[config.mk]
export PLATFORM = sky130hd
export DESIGN_NAME = pwm_fade_sched_flat
export DESIGN_NICKNAME = d
export VERILOG_FILES = /design/src/rtl/pwm_fade_sched_if.sv /design/src/rtl/pwm_fade_sched.sv /design/src/flat_wrapper.sv
export SDC_FILE = /design/constraint.sdc
export NUM_CORES = 1
export LEC_CHECK = 0
export ABC_AREA = 1
export BUFFER_PORTS_ARGS = -buffer_cell sky130_fd_sc_hd__buf_2
export CAP_MARGIN = 10
export CELL_PAD_IN_SITES_DETAIL_PLACEMENT = 0
export CELL_PAD_IN_SITES_GLOBAL_PLACEMENT = 1
export CORE_ASPECT_RATIO = 0.9
export CORE_UTILIZATION = 40
export DETAILED_ROUTE_END_ITERATION = 8
export HOLD_SLACK_MARGIN = 0.05
export PLACE_DENSITY = 0.85
export SLEW_MARGIN = 0
export SYNTH_ARGS = -nofsm -noshare
export SYNTH_HDL_FRONTEND = slang
export SYNTH_SLANG_ARGS = --single-unit
[constraint.sdc]
create_clock -name clk -period 2.9 [get_ports clk]
set_input_delay 0.435 -clock clk [delete_from_list [all_inputs] [get_ports clk]]
set_output_delay 0.435 -clock clk [all_outputs]
set_load 0.02 [all_outputs]
[src/rtl/pwm_fade_sched_if.sv]
// Bus between the LED-animation requesters and the shared pwm duty-cycle fade scheduler.
interface pwm_fade_sched_if #(
  parameter int unsigned N_REQ = 4,
  parameter int unsigned DW    = 4
);
  logic [N_REQ-1:0]    req;
  logic [N_REQ*DW-1:0] tgt_duty;
  logic [N_REQ-1:0]    gnt;
  logic [N_REQ-1:0]    done;
  logic [DW-1:0]       duty_cycle;
  logic                ready;

  modport master (
    output req, tgt_duty,
    input  gnt, done, duty_cycle, ready
  );

  modport slave (
    input  req, tgt_duty,
    output gnt, done, duty_cycle, ready
  );
endinterface

[src/rtl/pwm_fade_sched.sv]
// Round-robin shares one pwm duty_cycle among N_REQ requesters: ramp toward the
// owner's target one LSB per STEP_CYCLES, hold HOLD_CYCLES, then release.
module pwm_fade_sched #(
  parameter int unsigned N_REQ       = 4,
  parameter int unsigned DW          = 4,
  parameter int unsigned STEP_CYCLES = 16,
  parameter int unsigned HOLD_CYCLES = 32
) (
  input  logic            clk,
  input  logic            rst,
  pwm_fade_sched_if.slave bus
);
  localparam int unsigned IW   = (N_REQ > 1) ? $clog2(N_REQ) : 1;
  localparam int unsigned CMAX = (STEP_CYCLES > HOLD_CYCLES) ? STEP_CYCLES : HOLD_CYCLES;
  localparam int unsigned CW   = (CMAX > 1) ? $clog2(CMAX) : 1;
  localparam logic [N_REQ-1:0] ONE_HOT0 = {{(N_REQ-1){1'b0}}, 1'b1};

  typedef enum logic [1:0] {IDLE, RAMP, HOLD} state_e;

  state_e            state_q, state_d;
  logic [CW-1:0]     cnt_q, cnt_d;
  logic [DW-1:0]     duty_q, duty_d;
  logic [DW-1:0]     tgt_q, tgt_d;
  logic [IW-1:0]     owner_q, owner_d;
  logic [IW-1:0]     rr_ptr_q, rr_ptr_d;
  logic [N_REQ-1:0]  gnt_q, gnt_d;
  logic [N_REQ-1:0]  done_q, done_d;
  logic              ready_q, ready_d;

  logic [DW-1:0]     tgt_arr_c [N_REQ];
  logic              arb_valid_c;
  logic [IW-1:0]     arb_idx_c;

  // (base + off) mod N_REQ for off < N_REQ
  function automatic logic [IW-1:0] wrap_add(input logic [IW-1:0] base, input int unsigned off);
    int unsigned s;
    s = 32'(base) + off;
    if (s >= N_REQ) s = s - N_REQ;
    return IW'(s);
  endfunction

  always_comb begin
    for (int unsigned i = 0; i < N_REQ; i++) begin
      tgt_arr_c[i] = bus.tgt_duty[i*DW +: DW];
    end
  end

  // First requester at or after rr_ptr, wrapping
  always_comb begin
    arb_valid_c = 1'b0;
    arb_idx_c   = '0;
    for (int unsigned k = 0; k < N_REQ; k++) begin
      if (!arb_valid_c && bus.req[wrap_add(rr_ptr_q, k)]) begin
        arb_valid_c = 1'b1;
        arb_idx_c   = wrap_add(rr_ptr_q, k);
      end
    end
  end

  always_comb begin
    state_d  = state_q;
    cnt_d    = cnt_q;
    duty_d   = duty_q;
    tgt_d    = tgt_q;
    owner_d  = owner_q;
    rr_ptr_d = rr_ptr_q;
    gnt_d    = gnt_q;
    done_d   = '0;
    ready_d  = ready_q;

    unique case (state_q)
      IDLE: begin
        if (arb_valid_c) begin
          state_d = RAMP;
          cnt_d   = '0;
          tgt_d   = tgt_arr_c[arb_idx_c];
          owner_d = arb_idx_c;
          gnt_d   = ONE_HOT0 << arb_idx_c;
          ready_d = 1'b0;
        end
      end
      RAMP: begin
        if (!bus.req[owner_q]) begin
          state_d  = IDLE;
          cnt_d    = '0;
          gnt_d    = '0;
          ready_d  = 1'b1;
          rr_ptr_d = wrap_add(owner_q, 1);
        end else if (duty_q == tgt_q) begin
          state_d = HOLD;
          cnt_d   = '0;
        end else if (cnt_q == CW'(STEP_CYCLES - 1)) begin
          cnt_d  = '0;
          duty_d = (duty_q < tgt_q) ? duty_q + 1'b1 : duty_q - 1'b1;
        end else begin
          cnt_d = cnt_q + 1'b1;
        end
      end
      HOLD: begin
        if (!bus.req[owner_q]) begin
          state_d  = IDLE;
          cnt_d    = '0;
          gnt_d    = '0;
          ready_d  = 1'b1;
          rr_ptr_d = wrap_add(owner_q, 1);
        end else if (cnt_q == CW'(HOLD_CYCLES - 1)) begin
          state_d  = IDLE;
          cnt_d    = '0;
          done_d   = gnt_q;
          gnt_d    = '0;
          ready_d  = 1'b1;
          rr_ptr_d = wrap_add(owner_q, 1);
        end else begin
          cnt_d = cnt_q + 1'b1;
        end
      end
      default: state_d = IDLE;
    endcase
  end

  always_ff @(posedge clk) begin
    if (rst) begin
      state_q  <= IDLE;
      cnt_q    <= '0;
      duty_q   <= '0;
      tgt_q    <= '0;
      owner_q  <= '0;
      rr_ptr_q <= '0;
      gnt_q    <= '0;
      done_q   <= '0;
      ready_q  <= 1'b1;
    end else begin
      state_q  <= state_d;
      cnt_q    <= cnt_d;
      duty_q   <= duty_d;
      tgt_q    <= tgt_d;
      owner_q  <= owner_d;
      rr_ptr_q <= rr_ptr_d;
      gnt_q    <= gnt_d;
      done_q   <= done_d;
      ready_q  <= ready_d;
    end
  end

  assign bus.gnt        = gnt_q;
  assign bus.done       = done_q;
  assign bus.duty_cycle = duty_q;
  assign bus.ready      = ready_q;

endmodule

[src/flat_wrapper.sv]
// flat-port wrapper written by rule: the top's interface ports become plain ports
module pwm_fade_sched_flat 
#(
  parameter int unsigned N_REQ       = 4,
  parameter int unsigned DW          = 4,
  parameter int unsigned STEP_CYCLES = 16,
  parameter int unsigned HOLD_CYCLES = 32
)
  (clk, rst, bus_req, bus_tgt_duty, bus_gnt, bus_done, bus_duty_cycle, bus_ready);
  pwm_fade_sched_if #(.N_REQ(N_REQ), .DW(DW)) bus_i ();
  input  logic clk;
  input  logic rst;
  input wire logic [$bits(bus_i.req)-1:0] bus_req;
  input wire logic [$bits(bus_i.tgt_duty)-1:0] bus_tgt_duty;
  output wire logic [$bits(bus_i.gnt)-1:0] bus_gnt;
  output wire logic [$bits(bus_i.done)-1:0] bus_done;
  output wire logic [$bits(bus_i.duty_cycle)-1:0] bus_duty_cycle;
  output wire logic [$bits(bus_i.ready)-1:0] bus_ready;
  assign bus_i.req = bus_req;
  assign bus_i.tgt_duty = bus_tgt_duty;
  assign bus_gnt = bus_i.gnt;
  assign bus_done = bus_i.done;
  assign bus_duty_cycle = bus_i.duty_cycle;
  assign bus_ready = bus_i.ready;
  pwm_fade_sched #(.N_REQ(N_REQ), .DW(DW), .STEP_CYCLES(STEP_CYCLES), .HOLD_CYCLES(HOLD_CYCLES)) u_core (.clk(clk), .rst(rst), .bus(bus_i));
endmodule
## Word level (Yosys, flattened, before mapping)

Index checks and enable logic that the tools add are counted.

| storage, ports and cells | value |
|---|---|
| register bits | 28 |
| output and inout bits | 13 |
| logic and storage cells | 118 |
| input port bits | 22 |

| operators by class | value |
|---|---|
| add/sub/neg operators | 12 |
| bitwise gates (word level) | 5 |
| shift operators | 1 |
| multiplexer cells | 54 |
| reduce and logical (&&, ||, !) cells | 16 |
| order comparisons | 12 |
| equality and inequality tests | 9 |

Operators with widths:

| operator | count |
|---|---|
| 2-bit two-way mux | 17 |
| 5-bit two-way mux | 6 |
| 4-bit two-way mux | 7 |
| 3-bit greater-or-equal comparator, second input constant | 5 |
| 2-bit by 3-bit less-than comparator with 1-bit output, second input constant | 5 |
| 5-bit one-hot mux with 3 select lines | 1 |
| 1-bit two-way mux | 13 |
| 4-bit one-hot mux with 3 select lines | 1 |
| 1-bit binary-select mux with 2-bit select | 5 |
| 2-bit by 1-bit subtractor with 2-bit output, second input constant | 5 |
| 4-bit binary-select mux with 2-bit select | 1 |
| 4-bit AND reduction | 2 |
| 2-bit by 1-bit adder with 3-bit output, second input constant | 2 |
| 2-bit by 2-bit adder with 3-bit output, second input constant | 2 |
| 2-bit one-hot mux with 3 select lines | 1 |
| 3-bit AND reduction | 2 |
| 5-bit by 1-bit adder with 5-bit output, second input constant | 1 |
| 5-bit by 4-bit == test with 1-bit output, second input constant | 1 |
| 5-bit == test, second input constant | 1 |
| 4-bit by 1-bit adder with 4-bit output, second input constant | 1 |
| 4-bit == test | 1 |
| 4-bit less-than comparator | 1 |
| 1-bit inverter | 4 |
| 2-bit one-hot mux with 2 select lines | 1 |
| 18 further kinds | 23 |

## Depth between registers and ports, before layout

Gate-level depths: netlist of run 1.

| depth | value |
|---|---|
| depth after elaboration | 18 |
| depth in mapped cells | 17 |
| depth with buffers taken out | 16 |

## Least setup slack after synthesis of run 1

No wires, ideal clock.

| timing path | value |
|---|---|
| path kind | register -> register |
| start point | register u_core.duty_q[1] (netlist: u_core.bus.duty_cycle[1]) |
| end point | register u_core.duty_q[3] (netlist: u_core.bus.duty_cycle[3]) |
| data arrival time | 2.065 ns |
| library setup time | 0.131 ns |
| clock period less this slack | 2.195 ns |
| required time | 2.769 ns |
| setup slack | 0.705 ns |
| cell stages (with the launch flop) | 13 |
| cell sequence | dfxtp_1 > ha_1 > inv_1 > nor2_1 > o21ai_0 > nand2_1 > ha_1 > a21oi_1 > o21ai_0 > xnor2_1 > nor2_1 > o21ai_0 > a21oi_1 |

| between the ends | value |
|---|---|
| longest elaborated chain between the ends | 3 |
| elaborated cells on any way between the ends | 7 |
| classes of those cells | add/sub (2); order compare (1); eq/ne (1); mux (1); bitwise (1); reduce/logical (1) |

Ends and longest elaborated chain:

| item | RTL line | source |
|---|---|---|
| start: declaration | pwm_fade_sched.sv:22 | `logic [DW-1:0] duty_q, duty_d;` |
| start signal: assignment | pwm_fade_sched.sv:135 | `duty_q <= duty_d;` |
| parallel branches: the longest is 3 deep, another holds 4-bit by 1-bit subtractor with 4-bit output | -- |  |

Several ways; the timed one is not identified.
A chain may end at the register's enable or synchronous reset.

## Final worst setup path of run 1

Same ends and word-level chain as after synthesis.

==> reports/qor.yml, run 1 <==
dieArea_sq_um: 5400
yosys_warnings: 0
path_max_fanout: 5
post_cts_resized: 0
synth_cells: 285
wl_met1_microns: 2160
grt_pass1_vias: 1665
routed.top_layer: "met4"
via_per_inst: 4.65
dpl_cell_area_sq_um: 2280
synth_top_area_share_pct: 27.4
dr_wl_met3_microns: 142
p_per_area_nw_per_um2: 1110
overflow: 0
synth_commonest_cells: "77 x nand2_1, 40 x inv_1, 28 x dfxtp_1, 21 x a21oi_1, 17 x nor2_1"
status: "finished clean"
synth_ff_type: "dfxtp_1"
slew_viol_final: 0
cpPeakStageDelay_ns: 0.44
synth.avg_cell_area_sq_um: 7.17
row_count: 24
clk_pin_slew_ns: 0.10
antenna_cells: 0
drv_cap: 0
fmaxAchievable_ghz: 0.437
cp-start-kind: "flop"
cts_tree: "built"
cts_root_buf: "clkbuf_8"
cp.arrival_ns: 2.51
syn_area_sq_um: 2040
num_vias: 1790
synth.yosys.seq_area_share_pct: 27.4
p_total_w: 0.00260
drtIter0Drc: 89
die_y_microns: 69.8
p_leak_nw: 1.19
place.gp.congestion: 0.792
crit_buf_inv: 1
wl_per_cell_microns: 11.1
hold_path_class: "reg2reg"
antenna_found_initial: 0
crit_chain: "ha_1, inv_1, nor2_1, o21ai_0, nand2_1, ha_1, a21oi_1, o21ai_0, xnor2_1, nor2_1, o21ai_0, a21oi_1"
cpMostUsedCell: "o21ai_0"
first_pass_iters: 4
async_flop_share_pct: 0
post_cts.repair.setup_buffers: 0
holdBufCountCts: 0
hold_violations: 0
drc: 0
fin_skew_ns: 0.00617
synthDistinctLibCells: 31
rsz0062_at_grt: "false"
crit_required_ns: 3.12
crit_type: "reg2reg"
worstSkewPairLatency_ns: 0.28
wirelength_microns: 4270
ys_ff_latch: 28
setup_viol: 0
final_antenna_net_count: 0
yosysMostFrequentCell: "nand2_1"
io_pins: 35
synthTopCellsByArea: "dfxtp_1 27%, nand2_1 14%, ha_1 8.6%"
slew_headroom_pct: 66.7
grt_max_degree: 17
coreArea_sq_um: 4890
start_util_pct: 41.8
fin_nets: 358
wl_met2_microns: 1950
grt_usage_pct: 16.8
finalCritPeriodShare_pct: 78.9
crit_path_end_kind: "flop"
tns_ns: 0
die_w_microns: 77.4
io_buffers: 34
worst_path_dominant_cell_family: "compound AO/OA/AOI/OAI gates"
place_hpwl_microns: 3300
synth_edf_count: 0
yosysTopAreaCell: "dfxtp_1"
post-route-min-period_ns: 2.29
ir_drop_mv: 0.347
grt_pass1_wl_microns: 7470
cts_buffers: 3
clockBufferDepth: 2
h-tree-depth: 1
reg2reg_slack_ns: 0.61
synthToLayoutAreaGrowth_pct: 14.9
cp_slowest_cell: "dfxtp_1"
tightest_slew_ns: 0.499
clkSinkCount: 28
design_area_sq_um: 2350
drive_gt1_share_pct: 24.1
syn_nets: 322
[sequential cells by signal (all words and copies together) (netlist names)]
| signal | flops |
|---|---|
| u_core.owner_q | 2 |
| u_core.bus.duty_cycle | 4 |
| u_core.state_q | 2 |
| u_core.bus.ready | 1 |
| u_core.rr_ptr_q | 2 |
| u_core.bus.gnt | 4 |
| u_core.cnt_q | 5 |
| u_core.bus.done | 4 |
| u_core.tgt_q | 4 |
[layout make-up]
cell class,instances,area (sq um)
inverters,45,189
multi-input cells,209,1280
flip-flops and latches,28,561
well taps,65,81.3
clock buffers,3,41.3
repair buffers,34,170
fillers,513,2550
clock inverters,1,30.0
[stage by stage]
stage	utilization, %	hold WS [ns]	instances	worst slack [ns]
finish	48.0	0.455	385	0.611
global route	48.0	0.488	385	0.377
CTS	48.0	0.457	385	0.623
detailed placement	46.5	0.447	381	0.648
global placement	46.5	0.442	381	0.763
floorplan	-	0.461	285	0.705
[final timing paths]
check                                start                       end  depth (start not counted)
setup / recovery  u_core.bus.duty_cycle[1]  u_core.bus.duty_cycle[3]                         12
hold / removal           u_core.bus.gnt[0]        u_core.bus.done[0]                          2
hold reg to reg          u_core.bus.gnt[0]        u_core.bus.done[0]                          2
setup reg to reg  u_core.bus.duty_cycle[1]  u_core.bus.duty_cycle[3]                         12
[report_power, final]
group | internal, W | switching, W
sequential | 0.000478 | 0.0000883
combinational | 0.000575 | 0.00114
clock | 0.000185 | 0.000132
[worst reg2reg max path, delay by kind of cell (launching register included)]
family | cells | cell delay (ns)
XOR/XNOR | 1 | 0.14
AO/OA/AOI/OAI | 5 | 0.63
flip-flops | 1 | 0.44
adder cells (fa/ha/maj) | 2 | 0.63
buffers and inverters | 1 | 0.06
AND/OR/NAND/NOR | 3 | 0.33
[logic make-up after synthesis]
group	share of synthesized area, %
AO/OA/AOI/OAI	13.2
XOR/XNOR	1.71
adder cells (fa/ha/maj)	9.55
buffers and inverters	10.2
flip-flops	27.4
AND/OR/NAND/NOR	38.0
[placed cells by master (no fill, tap or decap), types with 6 or more instances in the layout]
cell and n:
nor2_1 17, nand4_1 9, ha_1 14, nand2_1 77, dfxtp_1 28, nand2_2 11
inv_1 40, nand2_4 6, nand3_1 15, a21oi_1 21, buf_2 34, o21ai_0 13
[metal layers]
metal	GRT usage [%]	vias up
met5	0	-
met4	3.56	0
met3	2.37	2
met2	27.2	36
met1	23.7	771
li1	-	981
Power figures use the tool's default switching activity.
==> inputs of run 2 (changes only) <==
--- a/config.mk
+++ b/config.mk
@@ -11,10 +11,10 @@
 export CELL_PAD_IN_SITES_DETAIL_PLACEMENT = 0
 export CELL_PAD_IN_SITES_GLOBAL_PLACEMENT = 1
 export CORE_ASPECT_RATIO = 0.9
-export CORE_UTILIZATION = 40
+export CORE_UTILIZATION = 36
 export DETAILED_ROUTE_END_ITERATION = 8
 export HOLD_SLACK_MARGIN = 0.05
-export PLACE_DENSITY = 0.85
+export PLACE_DENSITY = 0.81
 export SLEW_MARGIN = 0
 export SYNTH_ARGS = -nofsm -noshare
 export SYNTH_HDL_FRONTEND = slang
==> constraint.sdc (replaced) <==
create_clock -name clk -period 2 [get_ports clk]
set_input_delay 0.3 -clock clk [delete_from_list [all_inputs] [get_ports clk]]
set_output_delay 0.3 -clock clk [all_outputs]
set_load 0.02 [all_outputs]
==> reports/qor.yml, run 2 (synthesized netlist as in run 1, its figures left out) <==
status: "finished clean"
num_vias: 1858  # +3.8%
wirelength_microns: 4310  # +0.91%
finalCritPeriodShare_pct: 100  # +21 points
cts_buffers: 3  # unchanged
tightest_slew_ns: 0.459  # -0.0399 ns
cp-start-kind: "flop"
grt_pass1_wl_microns: 7430  # -0.46%
row_count: 25  # +4.2%
setup_viol: 0  # unchanged
via_per_inst: 4.67  # +0.41%
cp.arrival_ns: 2.21  # -0.30 ns
slew_viol_final: 0  # unchanged
crit_path_end_kind: "flop"
grt_pass1_vias: 1668  # +0.18%
hp-start: "bus_tgt_duty[4]"
die_w_microns: 81.4  # +5.3%
worstSkewPairLatency_ns: 0.28  # about the same
clk_pin_slew_ns: 0.10  # about the same
start_util_pct: 38.2  # -3.5 points
layout_common_cells: "75 x nand2_1, 37 x inv_1, 34 x buf_2, 22 x dfxtp_1, 20 x a21oi_1"
crit_path_start: "u_core.bus.duty_cycle[1]"
antenna_found_initial: 0  # unchanged
place_ws_ns: -0.0776  # -0.726 ns
holdBufCountCts: 0  # unchanged
clockBufferDepth: 2  # unchanged
regMostFlops: "u_core.cnt_q"
fill_cells: 545  # +6.2%
fin_cells: 398  # +3.4%
place.gp.congestion: 0.794  # +0.21%
r2r_start: "u_core.bus.duty_cycle[1]"
first_pass_iters: 4  # unchanged
drtIter0Drc: 55  # -38%
fin_nets: 369  # +3.1%
numPlacedInstances: 390  # +2.4%
crit_type: "reg2reg"
dieArea_sq_um: 5980  # +11%
overflow: 0  # unchanged
grt_max_degree: 16  # -1
antenna_cells: 0  # unchanged
coreArea_sq_um: 5350  # +9.3%
clkSinkCount: 28  # unchanged
die_y_microns: 73.5  # +5.2%
io_buffers: 34  # unchanged
wl_per_cell_microns: 10.8  # -2.4%
io_pins: 35  # unchanged
p_per_area_nw_per_um2: 1550  # +40%
fmaxAchievable_ghz: 0.500  # +15%
slew_headroom_pct: 69.1  # +2.4 points
grt_usage_pct: 16.0  # -0.86 points
crit_required_ns: 2.22  # -0.90 ns
post-route-min-period_ns: 2.00  # -0.290 ns
post-route-util_pct: 46.9  # -1.1 points
place_hpwl_microns: 3430  # +3.7%
hold_path_class: "in2reg"
drc: 0  # unchanged
rsz0062_at_grt: "true"
final_common_cell: "nand2_1"
fin_skew_ns: 0.00801  # +0.00184 ns
drv_cap: 0  # unchanged
worst_slack_ns: 0.000816  # -0.610 ns
cts_tree: "built"
p_total_w: 0.00389  # +49%
h-tree-depth: 1  # unchanged
cts_root_buf: "clkbuf_8"
largest_register_ffs: 5  # unchanged
drive_gt1_share_pct: 32.3  # +8.3 points
final_antenna_net_count: 0  # unchanged
synthToLayoutAreaGrowth_pct: 22.7
path_max_fanout: 4  # -1
ir_drop_mv: 0.525  # +51%
hold_violations: 0  # unchanged
p_leak_nw: 1.24  # +4.5%
==> run 2: cell count changes in the layout (fill, tap and decap cells not counted), moves of 3 or more <==
cell and change:
dfxtp_1 -6, o21ai_0 -3, ha_4 +4, dfxtp_2 +5
ha_1 -4, buf_4 +10, inv_1 -3, inv_2 +3
==> run 2: power breakdown <==
group	total [W]	switching, W	internal, W
Combinational	0.00272	0.00173	0.000992
Clock	0.000365	0.000188	0.000177
Sequential	0.000800	0.000105	0.000695
==> run 2: layout make-up <==
cell class,count,area (sq um),area share [%]
multi-input combinational,209,1350,53.6
inverter,45,189,7.53
timing repair buffer,45,265,10.6
clock buffer,4,55.1,2.19
tap,67,83.8,3.34
sequential,28,571,22.7
==> run 2: what timing repair did <==
item / in CTS / in global routing
pin swaps: 4 / 9
endpoints found under the setup margin: 1 / 4
setup buffers: 2 / 2
gates resized for setup: 3 / 12
==> run 2: worst paths after layout <==
kind | endpoint | slack (ns) | cells after the start
worst max-delay path | u_core.bus.duty_cycle[3] | 0.0008 | 12
worst min-delay path | u_core.tgt_q[0] | 0.35 | 5
worst max register to register | u_core.bus.duty_cycle[3] | 0.0008 | 12
worst min register to register | u_core.bus.done[0] | 0.46 | 2
==> run 2: worst max-delay path, cell delays in order (launching register included) <==
cell and delay, ns:
dfxtp_4 0.36, ha_4 0.24, inv_2 0.05, nor2_2 0.03, o21ai_2 0.13, nand2_2 0.13
ha_4 0.28, a21oi_2 0.15, o21ai_2 0.08, xnor2_1 0.12, nor2_1 0.14, o21ai_1 0.09
a21oi_1 0.13
==> run 2: layer usage <==
| metal | vias up | global-route usage, % | wire [microns] | part of all wire (%) |
|---|---|---|---|---|
| met5 | - | 0 | 0 | 0 |
| met4 | 0 | 2.98 | 36 | 0.84 |
| met3 | 4 | 2.61 | 119 | 2.8 |
| met2 | 26 | 27.0 | 2010 | 47 |
| met1 | 825 | 21.3 | 2140 | 50 |
| li1 | 1003 | - | - | - |
==> run 2: metrics by stage <==
stage	instance area (sq um)	TNS [ns]	hold slack, ns
after floorplan	2080	0	0.445
after global placement	2380	0	0.426
after detailed placement	2380	-0.0776	0.443
after CTS	2470	0	0.354
after global routing	2510	-0.125	0.364
final	2510	0	0.346
